`config.mk`:
```
export PLATFORM = sky130hd
export DESIGN_NAME = fwd_pass
export DESIGN_NICKNAME = d
export VERILOG_FILES = /design/src/rtl/dt_pkg.sv /design/src/rtl/dt_min4.sv /design/src/rtl/fwd_pass.sv
export SDC_FILE = /design/constraint.sdc
export NUM_CORES = 1
export LEC_CHECK = 0
export CAP_MARGIN = 10
export CORE_UTILIZATION = 62
export DETAILED_ROUTE_END_ITERATION = 6
export PLACE_DENSITY_LB_ADDON = 0.1
export SETUP_SLACK_MARGIN = 0.02
export SYNTH_ARGS = -nofsm -noshare
export SYNTH_HDL_FRONTEND = slang
export SYNTH_HIERARCHICAL = 1
export SYNTH_SLANG_ARGS = --single-unit
export TNS_END_PERCENT = 5
```
`constraint.sdc`:
```
create_clock -name clk -period 10.92 [get_ports clk]
set_clock_uncertainty 0.05 [all_clocks]
set_input_delay 1.092 -clock clk [delete_from_list [all_inputs] [get_ports clk]]
set_output_delay 1.092 -clock clk [all_outputs]
set_load 0.05 [all_outputs]
```
`src/rtl/dt_pkg.sv`:
```
// dt_pkg: shared definitions for the distance-transform passes.
//   IMG_W / ADDR_W / PIX_W / PIX_MAX : image geometry and pixel format
//   COORD_W                           : width of a row or column index
//   SCAN_FIRST / SCAN_LAST            : interior scan range (border excluded)
//   fwd_state_t                       : forward-pass FSM states
//   pix_addr()                        : row/col -> linear RAM address
//   pix_sat_inc()                     : +1 saturating at PIX_MAX
package dt_pkg;

    localparam int unsigned IMG_W   = 128;
    localparam int unsigned ADDR_W  = 14;
    localparam int unsigned PIX_W   = 8;
    localparam int unsigned PIX_MAX = 255;
    localparam int unsigned COORD_W = ADDR_W / 2;

    localparam logic [COORD_W-1:0] SCAN_FIRST = COORD_W'(1);
    localparam logic [COORD_W-1:0] SCAN_LAST  = COORD_W'(IMG_W - 2);

    typedef enum logic [2:0] {
        IDLE,
        RD_C,
        CHK,
        RD_N,
        RD_NE,
        CMP,
        WR,
        DONE
    } fwd_state_t;

    // IMG_W is a power of two, so row*IMG_W+col is a plain concatenation.
    function automatic logic [ADDR_W-1:0] pix_addr(
        input logic [COORD_W-1:0] row,
        input logic [COORD_W-1:0] col
    );
        return {row, col};
    endfunction

    function automatic logic [PIX_W-1:0] pix_sat_inc(input logic [PIX_W-1:0] v);
        return (v == PIX_W'(PIX_MAX)) ? v : v + PIX_W'(1);
    endfunction

endpackage

```
`src/rtl/dt_min4.sv`:
```
// dt_min4: combinational unsigned minimum of four pixels.
//   a, b, c, d : pixel inputs
//   y          : smallest of the four
// Shared by the forward and backward distance-transform passes.
module dt_min4
    import dt_pkg::*;
(
    input  logic [PIX_W-1:0] a,
    input  logic [PIX_W-1:0] b,
    input  logic [PIX_W-1:0] c,
    input  logic [PIX_W-1:0] d,
    output logic [PIX_W-1:0] y
);

    logic [PIX_W-1:0] min_ab;
    logic [PIX_W-1:0] min_cd;

    always_comb begin
        min_ab = (a < b) ? a : b;
        min_cd = (c < d) ? c : d;
        y      = (min_ab < min_cd) ? min_ab : min_cd;
    end

endmodule

```
`src/rtl/fwd_pass.sv`:
```
// fwd_pass: raster-order forward distance-transform pass over the interior
// (rows/cols 1..126) of a 128x128 image held in the res RAM.
//   clk      : clock, rising edge
//   reset    : synchronous, active-low
//   fwd_en   : start request (level), sampled only in IDLE and DONE
//   res_addr : RAM address, row*128+col
//   res_rd   : read strobe; res_di valid the following cycle
//   res_di   : RAM read data
//   res_wr   : write strobe; res_do written to res_addr
//   res_do   : write data
//   fwd_done : pass finished; held until fwd_en drops
// Each object pixel becomes min(NW, N, NE, W) + 1 (saturating); background
// pixels are left untouched. W is kept in a register, the row above is read.
module fwd_pass
    import dt_pkg::*;
(
    input  logic              clk,
    input  logic              reset,
    input  logic              fwd_en,
    output logic [ADDR_W-1:0] res_addr,
    output logic              res_rd,
    input  logic [PIX_W-1:0]  res_di,
    output logic              res_wr,
    output logic [PIX_W-1:0]  res_do,
    output logic              fwd_done
);

    fwd_state_t         state;
    logic [COORD_W-1:0] row;
    logic [COORD_W-1:0] col;
    logic [PIX_W-1:0]   w_pix;
    logic [PIX_W-1:0]   nw_pix;
    logic [PIX_W-1:0]   n_pix;

    logic               last_col;
    logic               last_pix;
    logic [COORD_W-1:0] nxt_row;
    logic [COORD_W-1:0] nxt_col;
    logic [COORD_W-1:0] row_up;
    logic               advance;
    logic [PIX_W-1:0]   min_val;
    logic [PIX_W-1:0]   result;

    // NE arrives on res_di during CMP, so it feeds the minimum directly.
    dt_min4 u_min (
        .a (nw_pix),
        .b (n_pix),
        .c (res_di),
        .d (w_pix),
        .y (min_val)
    );

    always_comb begin
        last_col = (col == SCAN_LAST);
        last_pix = last_col && (row == SCAN_LAST);
        nxt_col  = last_col ? SCAN_FIRST : col + COORD_W'(1);
        nxt_row  = last_col ? row + COORD_W'(1) : row;
        row_up   = row - COORD_W'(1);
        advance  = ((state == CHK) && (res_di == '0)) || (state == WR);
        result   = pix_sat_inc(min_val);
    end

    // Outputs are registered: each strobe/address is set on the edge that
    // enters the state in which it is presented. The NW read shown during
    // CHK is therefore issued before C is known; for a background pixel it
    // is simply ignored, which keeps background pixels at two cycles.
    always_ff @(posedge clk) begin
        if (!reset) begin
            state    <= IDLE;
            row      <= SCAN_FIRST;
            col      <= SCAN_FIRST;
            w_pix    <= '0;
            nw_pix   <= '0;
            n_pix    <= '0;
            res_addr <= '0;
            res_rd   <= 1'b0;
            res_wr   <= 1'b0;
            res_do   <= '0;
            fwd_done <= 1'b0;
        end else begin
            res_rd   <= 1'b0;
            res_wr   <= 1'b0;
            res_addr <= '0;
            res_do   <= '0;

            case (state)
                IDLE: begin
                    fwd_done <= 1'b0;
                    if (fwd_en) begin
                        row      <= SCAN_FIRST;
                        col      <= SCAN_FIRST;
                        w_pix    <= '0;
                        res_rd   <= 1'b1;
                        res_addr <= pix_addr(SCAN_FIRST, SCAN_FIRST);
                        state    <= RD_C;
                    end
                end

                RD_C: begin
                    res_rd   <= 1'b1;
                    res_addr <= pix_addr(row_up, col - COORD_W'(1));
                    state    <= CHK;
                end

                CHK: begin
                    if (res_di != '0) begin
                        res_rd   <= 1'b1;
                        res_addr <= pix_addr(row_up, col);
                        state    <= RD_N;
                    end
                end

                RD_N: begin
                    nw_pix   <= res_di;
                    res_rd   <= 1'b1;
                    res_addr <= pix_addr(row_up, col + COORD_W'(1));
                    state    <= RD_NE;
                end

                RD_NE: begin
                    n_pix <= res_di;
                    state <= CMP;
                end

                CMP: begin
                    res_wr   <= 1'b1;
                    res_addr <= pix_addr(row, col);
                    res_do   <= result;
                    state    <= WR;
                end

                WR: begin
                    // pixel advance handled below, shared with CHK
                end

                DONE: begin
                    if (fwd_en) begin
                        fwd_done <= 1'b1;
                    end else begin
                        fwd_done <= 1'b0;
                        state    <= IDLE;
                    end
                end

                default: state <= IDLE;
            endcase

            // Shared pixel advance for a background CHK and for WR. During
            // WR, res_do still holds the freshly written result.
            if (advance) begin
                w_pix <= (last_col || (state == CHK)) ? '0 : res_do;
                if (last_pix) begin
                    fwd_done <= 1'b1;
                    state    <= DONE;
                end else begin
                    row      <= nxt_row;
                    col      <= nxt_col;
                    res_rd   <= 1'b1;
                    res_addr <= pix_addr(nxt_row, nxt_col);
                    state    <= RD_C;
                end
            end
        end
    end

endmodule
```
Word-level counts from Yosys, hierarchy flattened
Cells that the tools add are included.

Bits in registers: 66. Bits in latches: 0. RAM bits: 0. Bits in read-only memories: 0. Input bits: 11. Output and inout port bits: 25. Word-level logic and storage cells: 84. Memories kept: 0.

Add/sub/neg operators: 5. Multiply operators: 0. Div/mod/pow operators: 0. $lt $le $gt $ge: 3. Equality and inequality tests: 13. Shift operators: 0. Multiplexer cells: 38. Bitwise gates (word level): 0. Reduce and logical (&&, ||, !) cells: 14.

Operator list (count): 2-to-1 mux 8 bit (9); 2-to-1 mux 7 bit (10); case mux 14 bit (5 select lines) (1); 2-to-1 mux 14 bit (3); < comparator 8 bit (3); case mux 3 bit (7 select lines) (1); nonzero test 8 bit (2); 2-to-1 mux 3 bit (5); adder 7 x 1 -> 7 bit, second input constant (2); == test 7 bit, second input constant (2); subtractor 7 x 1 -> 7 bit, second input constant (2); == test 3 bit, second input constant (4); inequality test 3 bit, second input constant (3); adder 8 x 1 -> 8 bit, second input constant (1); == test 8 bit, second input constant (1); logical NOT 8 bit (1); 2-to-1 mux 1 bit (7); == test 3 x 2 -> 1 bit, second input constant (2); AND reduction 2 bit (2); AND reduction 4 bit (1); nonzero test 2 bit (2); == test 3 x 1 -> 1 bit, second input constant (1); logical NOT 3 bit (1); case mux 1 bit (3 select lines) (1); 4 further kinds (6).

Longest topological paths before layout
Gate-level depths: netlist of the first run.

Depth in word-level cells: 6. Mapped depth: 22. Mapped depth without buffers: 21.

By module
Netlist of the first run, hierarchy kept.

Modules (own cells, without submodules): fwd_pass (times used 1, cells each 389, area each 3439.5 um^2, seq. area each 1321.3 um^2); dt_min4 (times used 1, cells each 98, area each 820.8 um^2, seq. area each 0.0 um^2).

Least setup slack after synthesis of the first run
Ideal clock, no wire load.

Path type: input -> register. From: input res_di[1]. To: register res_do[5]. Library setup time: 0.120 ns. Arrival: 4.817 ns. Required time: 10.750 ns. Slack: 5.934 ns. Cell stages on the path: 19. Buffers on the path: 1. Path through: ha_1 > a2111o_1 > a311oi_4 > mux2i_1 > ha_1 > a21oi_1 > nor2b_1 > o21ai_0 > o21ai_0 > nor2_1 > o31a_2 > buf_6 > mux2i_1 > ha_1 > and3_1 > nand3_1 > nand4_1 > xor2_1 > nor2_1.

Longest elaborated chain between the ends: 6. Elaborated cells on any way between the ends: 7. Those cells by class: add/sub: 1; order compare: 2; eq/ne: 1; mux: 3.

RTL lines: start, declared (RTL line fwd_pass.sv:22) `input logic [PIX_W-1:0] res_di,`; < comparator 8 bit (RTL line dt_min4.sv:20) `min_cd = (c < d) ? c : d;`; 2-to-1 mux 8 bit (*) (RTL line dt_min4.sv:20); < comparator 8 bit (RTL line dt_min4.sv:21) `y = (min_ab < min_cd) ? min_ab : min_cd;`; 2-to-1 mux 8 bit (*) (RTL line dt_min4.sv:21); net min_val[1] (RTL line fwd_pass.sv:41) `logic [PIX_W-1:0] min_val;`; adder 8 x 1 -> 8 bit / == test 8 bit (equally long branches) (RTL line dt_pkg.sv:39) `return (v == PIX_W'(PIX_MAX)) ? v : v + PIX_W'(1);`; 2-to-1 mux 8 bit (*) (RTL line dt_pkg.sv:39); end signal, assigned (RTL line fwd_pass.sv:128) `res_do <= result;`; end, declared (RTL line fwd_pass.sv:24) `output logic [PIX_W-1:0] res_do,`.

Mark *: on every way through the listed nets, which the timed path passes. The rest lies on a longest branch. A chain may end at the register's enable or synchronous reset.

Worst setup path after layout of the first run
From: input res_di[2]. To: register res_do[5].

Same word-level chain as after synthesis.

==> flow_summary_export.csv, run 1 <==
group,metric,value,unit
floorplanning,die-width,84.9,um
final_layout,insertedDiodeCount,0,
sta,whs,0.429,ns
clock_tree,clk_latency,0.35,ns
status,status,"complete, but fails checks",
final_layout,area.growth.synth_to_final,13.1,%
yosys,syn_nets,526,
hold_path,whs_path_depth,1,
drt,postRouteAntennaNets,0,
worst_setup_path,crit_start,"res_di[2]",
final_layout,fin_area,4820,um2
floorplanning,start_util,0.656,
yosys,yosysSeqAreaShare,0.310,
clock_tree,cts_setup_buffers,0,
clock_tree,clockBufferDepth,2,
sta,tightest_slew,0.932,ns
yosys,ys.flop_type,"dfxtp_1",
worst_setup_path,setup.worst_path.end,"res_do[5]$_SDFF_PN0_",
place,place_area,4600,um2
worst_setup_path,reg2reg_depth,20,
clock_tree,cts_tree,"built",
final_layout,n_fill_cell,487,
yosys,async_reset_ff_frac,0,
floorplanning,ios,36,
floorplanning,die-area,7210,um2
yosys,synth.cell_area,4260,um2
worst_setup_path,end_kind,"register",
sta,finalSetupViolCount,0,
sta,max_freq,169,MHz
drt,viasPerCell,6.50,
global_route,overflow,0,
floorplanning,row_count,29,
yosys,netlist_instances,487,
worst_setup_path,r2r_end,"res_do[5]$_SDFF_PN0_",
sta,slew_viol_final,0,
drt,wl,10500,um
sta,rsz0062_at_grt,"false",
clock_tree,numCtsBuffers,9,
yosys,avgSynthCellArea,8.75,um2
job,max-cap-violations,0,
global_route,antenna_found_initial,0,
power_and_ir_drop,power.total,557,uW
place,port-buffer-count,35,
floorplanning,die_h,84.9,um
final_layout,utilization,0.742,
global_route,grt_max_degree,57,
worst_setup_path,cp.required,11.11,ns
worst_setup_path,startpoint_type,"primary input",
yosys,yosysUniqueCellTypes,69,
yosys,synth_seq_cells,66,
clock_tree,ctsHtreeMaxLevel,3,
worst_setup_path,crit_fanout,8,
final_layout,drive_gt1_frac,0.0623,
sta,fin_crit_sh,0.541,
clock_tree,path_clk_slew,0.08,ns
final_layout,most-common-layout-cells,"dfxtp_1 (66), mux2i_1 (43), clkdlybuf4s50_1 (35)",
clock_tree,cts_root_buf,"clkbuf_8",
sta,finalCriticalPeriod,5.91,ns
final_layout,layout.nets,548,
final_layout,final_common_cell,"dfxtp_1",
global_route,grt_pass1_wl,17600,um
clock_tree,cts_hold_buf,0,
global_route,grt_use_total,0.307,
drt,via_count,3843,
place,place.gp.congestion,0.957,
worst_setup_path,regToRegSetupSlack,5.91,ns
sta,finalSetupTns,0,ns
power_and_ir_drop,power_density,116,nW/um2
drt,drc,1,
drt,wl_per_cell,17.8,um
worst_setup_path,crit_type,"primary input to register",
place,dpl.hpwl,7430,um
power_and_ir_drop,p_leak,1.94,nW
yosys,synth_edf_count,0,
clock_tree,cts.sinks,66,
sta,hold_viol_final,0,
final_layout,register_area,1320,um2
drt,drt-initial-drc-count,202,
final_layout,multiInputGateArea,2710,um2
yosys,yosysWarningCount,6,
worst_setup_path,reg2reg_from,"n_pix[1]$_SDFFE_PN0P_",
power_and_ir_drop,peakVddDrop,0.0683,mV
sta,maxSlewHeadroom,0.378,
floorplanning,core,6490,um2
global_route,grt_pass1_vias,3796,
worst_setup_path,cp_data_arrival_time,6.10,ns
clock_tree,cts-resized-gates,0,
hold_path,hold_path_class,"register to register",
status,failed_checks,"design-rule violations",
drt,firstDrtPassIters,7,
==> worst max-delay path, cell delays in order <==
cell and delay [ns]:
clkdlybuf4s50_1 0.61, ha_1 0.29, o21ai_0 0.13, or2b_2 0.34, a311oi_4 0.58, mux2i_1 0.35, ha_1 0.30, a21oi_1 0.14
nor2b_1 0.06, o21ai_0 0.12, o21ai_0 0.10, nor2_1 0.18, o31a_2 0.33, mux2i_1 0.34, ha_1 0.27, and3_1 0.25
nand3_1 0.23, nand4_1 0.19, xor2_1 0.15, nor2_1 0.05
==> cell type report <==
| class | instances | area share |
|---|---|---|
| clock buffer | 9 | 0.0257 |
| clock inverter | 7 | 0.0195 |
| inverter | 31 | 0.0242 |
| multi-input combinational | 365 | 0.562 |
| sequential | 66 | 0.274 |
| tap | 77 | 0.0200 |
| timing repair buffer | 36 | 0.0743 |
==> Yosys cell counts, types with 5 or more instances <==
cell type	count	share of area
a21o_1	5	0.0088
a21oi_1	26	0.031
a22o_1	13	0.027
a31oi_1	5	0.0073
and2_1	9	0.013
and3_1	7	0.010
buf_2	5	0.0059
clkbuf_1	15	0.013
dfxtp_1	66	0.31
ha_1	28	0.082
inv_1	30	0.026
mux2i_1	43	0.10
nand2_1	33	0.029
nand2b_1	5	0.0073
nand3_1	16	0.019
nand4_1	6	0.0088
nor2_1	27	0.024
nor2b_1	21	0.031
nor3_1	9	0.011
o21a_1	6	0.011
o21ai_0	15	0.018
o2bb2ai_1	5	0.010
xnor2_1	11	0.023
==> cell families (layout without fill, tap and decap cells) <==
| group | count (synthesis) | after routing | share of synthesized area |
|---|---|---|---|
| AND/OR/NAND/NOR | 163 | 163 | 0.222 |
| buffers and inverters | 56 | 83 | 0.0543 |
| adder cells (fa/ha/maj) | 28 | 28 | 0.0822 |
| flip-flops | 66 | 66 | 0.310 |
| multiplexers | 43 | 43 | 0.101 |
| XOR/XNOR | 15 | 15 | 0.0308 |
| AO/OA/AOI/OAI | 116 | 116 | 0.199 |
==> power by group <==
part / switching (mW) / total (mW) / internal [mW]
clock network: 0.100 / 0.228 / 0.128
logic: 0.0469 / 0.0783 / 0.0314
registers: 0.00669 / 0.251 / 0.244
total: 0.154 / 0.557 / 0.403
==> how the worst min path moves through the flow <==
stage,from,endpoint,slack (ns)
after floorplan,w_pix[1]$_SDFFE_PN0P_,w_pix[1]$_SDFFE_PN0P_,0.41
after global placement,res_do[5]$_SDFF_PN0_,w_pix[5]$_SDFFE_PN0P_,0.41
after detailed placement,res_do[6]$_SDFF_PN0_,w_pix[6]$_SDFFE_PN0P_,0.41
after CTS,res_do[6]$_SDFF_PN0_,w_pix[6]$_SDFFE_PN0P_,0.43
after global routing,res_do[5]$_SDFF_PN0_,w_pix[5]$_SDFFE_PN0P_,0.46
final,res_do[4]$_SDFF_PN0_,w_pix[4]$_SDFFE_PN0P_,0.43
==> through the flow <==
step | setup WS [ns] | cells
after floorplan | 5.93 | 487
after global placement | 5.09 | 575
after detailed placement | 4.76 | 575
after CTS | 5.09 | 591
after global routing | 4.74 | 591
final | 5.01 | 591
==> flip-flops by register name, indices dropped and copies added (netlist names), 3 cells and up <==
register / count
res_addr: 14
w_pix: 8
state: 3
row: 7
res_do: 8
nw_pix: 8
col: 7
n_pix: 8
==> layer usage <==
metal | vias to the layer above | global-route usage | share of wire
li1 | 1824 | - | -
met1 | 1821 | 0.364 | 0.41
met2 | 160 | 0.535 | 0.49
met3 | 38 | 0.0603 | 0.059
met4 | 0 | 0.145 | 0.035
met5 | - | 0 | 0
Power figures use the tool's default switching activity.
==> run 2, diff against run 1 <==
Settings changed: CORE_UTILIZATION 62 to 59.
Clock period 10.92 ns to 5.72 ns, I/O delays scaled along.
==> run 2 against run 1 <==
  * The flow now finishes without violations
  * Critical path depth unchanged
  * Setup slack worse by 4.4 ns
  * Worst hold slack worse by 0.0040 ns
  * Via count down 2.4%
  * Combinational power up 88%
  * Final area up 0.18%
  * Critical endpoint unchanged
  * Largest power group unchanged
==> flow_summary_export.csv, run 2 (synthesis results as in run 1) <==
group,metric,value,unit
worst_setup_path,crit_fanout,7,
place,place.gp.congestion,0.935,
final_layout,area.growth.synth_to_final,13.3,%
sta,rsz0062_at_grt,"false",
final_layout,register_area,1320,um2
power_and_ir_drop,p_sw,282,uW
clock_tree,clockBufferDepth,2,
hold_path,hp-start,"res_do[5]$_SDFF_PN0_",
worst_setup_path,startpoint_type,"primary input",
clock_tree,cts-resized-gates,0,
drt,viasPerCell,6.14,
job,max-cap-violations,0,
worst_setup_path,cp.required,5.91,ns
drt,drc,0,
clock_tree,cts_setup_buffers,0,
worst_setup_path,end_kind,"register",
power_and_ir_drop,clockPowerShare,0.387,
power_and_ir_drop,power_density,211,nW/um2
sta,tightest_slew,0.906,ns
clock_tree,path_clk_slew,0.07,ns
drt,drt-initial-drc-count,139,
sta,max_freq,194,MHz
power_and_ir_drop,seq_power_share,0.469,
status,status,"finished clean",
worst_setup_path,path_cells,"clkdlybuf4s50_1, ha_1, o21ai_0, or2b_2, a311oi_4, mux2i_1, ha_1, a21oi_1, nor2b_1, o21ai_0, o21ai_0, nor2_1, o31a_2, mux2i_1, ha_1, and3_1, nand3_1, nand4_1, xor2_1, nor2_1",
floorplanning,die-area,7560,um2
worst_setup_path,r2r_end,"res_do[5]$_SDFF_PN0_",
power_and_ir_drop,switching_share,0.277,
final_layout,regMostFlops,"res_addr",
global_route,grt_use_total,0.282,
final_layout,final_cells,611,
sta,maxSlewHeadroom,0.395,
clock_tree,cts.sinks,66,
drt,via_count,3751,
hold_path,whs_path_depth,1,
clock_tree,ctsHtreeMaxLevel,3,
place,dp.cells,595,
clock_tree,clk_latency,0.35,ns
drt,postRouteAntennaNets,0,
clock_tree,cts_hold_buf,0,
drt,wl_per_cell,16.7,um
worst_setup_path,crit_type,"primary input to register",
final_layout,most-common-layout-cells,"dfxtp_1 (66), mux2i_1 (43), clkdlybuf4s50_1 (35)",
hold_path,hold_path_class,"register to register",
global_route,grt_pass1_vias,3446,
clock_tree,cts_root_buf,"clkbuf_8",
sta,finalSetupTns,0,ns
drt,firstDrtPassIters,4,
sta,slew_viol_final,0,
floorplanning,row_count,30,
worst_setup_path,critPathMaxStageDelay,0.62,ns
place,dpl.hpwl,7120,um
worst_setup_path,reg2reg_depth,19,
final_layout,multiInputGateArea,2710,um2
worst_setup_path,cp_data_arrival_time,5.35,ns
global_route,antenna_found_initial,0,
power_and_ir_drop,peakVddDrop,0.131,mV
power_and_ir_drop,internal-power,738,uW
final_layout,drive_gt1_frac,0.0621,
floorplanning,die_h,87.0,um
global_route,overflow,0,
floorplanning,die-width,87.0,um
place,port-buffer-count,35,
sta,finalCriticalPeriod,5.15,ns
power_and_ir_drop,comb_power_share,0.144,
floorplanning,start_util,0.620,
hold_path,whs_endpoint,"w_pix[5]$_SDFFE_PN0P_",
clock_tree,numCtsBuffers,9,
clock_tree,cts_tree,"built",
sta,hold_viol_final,0,
worst_setup_path,regToRegSetupSlack,0.84,ns
floorplanning,ios,36,
power_and_ir_drop,p_leak,1.94,nW
final_layout,final_common_cell,"dfxtp_1",
sta,finalSetupViolCount,0,
final_layout,insertedDiodeCount,0,
floorplanning,core,6870,um2
global_route,grt_max_degree,57,
worst_setup_path,crit_slowest_cell,"clkdlybuf4s50_1",
final_layout,layout.nets,549,
sta,fin_crit_sh,0.901,
final_layout,n_fill_cell,539,
worst_setup_path,reg2reg_from,"n_pix[1]$_SDFFE_PN0P_",
drt,wl,10200,um
final_layout,largest_reg_flops,14,
global_route,grt_pass1_wl,16500,um
run 2: worst max path at each step:
stage / from / to / slack [ns]
2_1_floorplan: res_di[1] / res_do[5]$_SDFF_PN0_ / 1.25
3_3_place_gp: res_di[2] / res_do[5]$_SDFF_PN0_ / 0.48
3_5_place_dp: res_di[2] / res_do[5]$_SDFF_PN0_ / 0.29
4_1_cts: res_di[2] / res_do[5]$_SDFF_PN0_ / 0.63
5_1_grt: res_di[2] / res_do[5]$_SDFF_PN0_ / 0.26
6_report: res_di[2] / res_do[5]$_SDFF_PN0_ / 0.57
run 2: area by class of cell:
cell class                 count  area share
multi-input combinational    365       0.561
sequential                    66       0.274
timing repair buffer          37      0.0757
clock buffer                  11      0.0293
tap                           96      0.0249
inverter                      31      0.0241
clock inverter                 5      0.0111
run 2: power by group through the flow:
stage	registers (mW)	clock network [mW]	logic, mW
floorplan	0.488	0	0.110
global placement	0.488	0	0.142
detailed placement	0.488	0	0.144
CTS	0.477	0.402	0.146
global route	0.479	0.424	0.160
finish	0.478	0.395	0.147
run 2: layer usage:
metal,GRT usage,share of wire
met1,0.341,0.42
met2,0.475,0.49
met3,0.0550,0.060
met4,0.148,0.032
met5,0,0
run 2: critical path, delay by kind of cell:
family          cells  cell delay (ns)
fa+ha+maj           3             0.83
compound gates      6             1.27
buf+inv             1             0.62
xor+xnor            1             0.17
mux                 2             0.64
simple gates        7             1.25
run 2: stage by stage:
step	instance area, um2	power, mW	hold WS, ns	setup slack (ns)	util
2_1_floorplan	4260	0.597	0.414	1.25	-
3_3_place_gp	4630	0.630	0.407	0.484	0.674
3_5_place_dp	4630	0.632	0.411	0.287	0.674
4_1_cts	4830	1.03	0.430	0.628	0.703
5_1_grt	4830	1.06	0.446	0.263	0.703
6_report	4830	1.02	0.425	0.565	0.703
==> run 3, diff against run 2 <==
Settings changed: SKIP_LAST_GASP from default to 1.
==> results of run 3 <==
The final DEF is identical to that of run 2; final timing and power are the same.
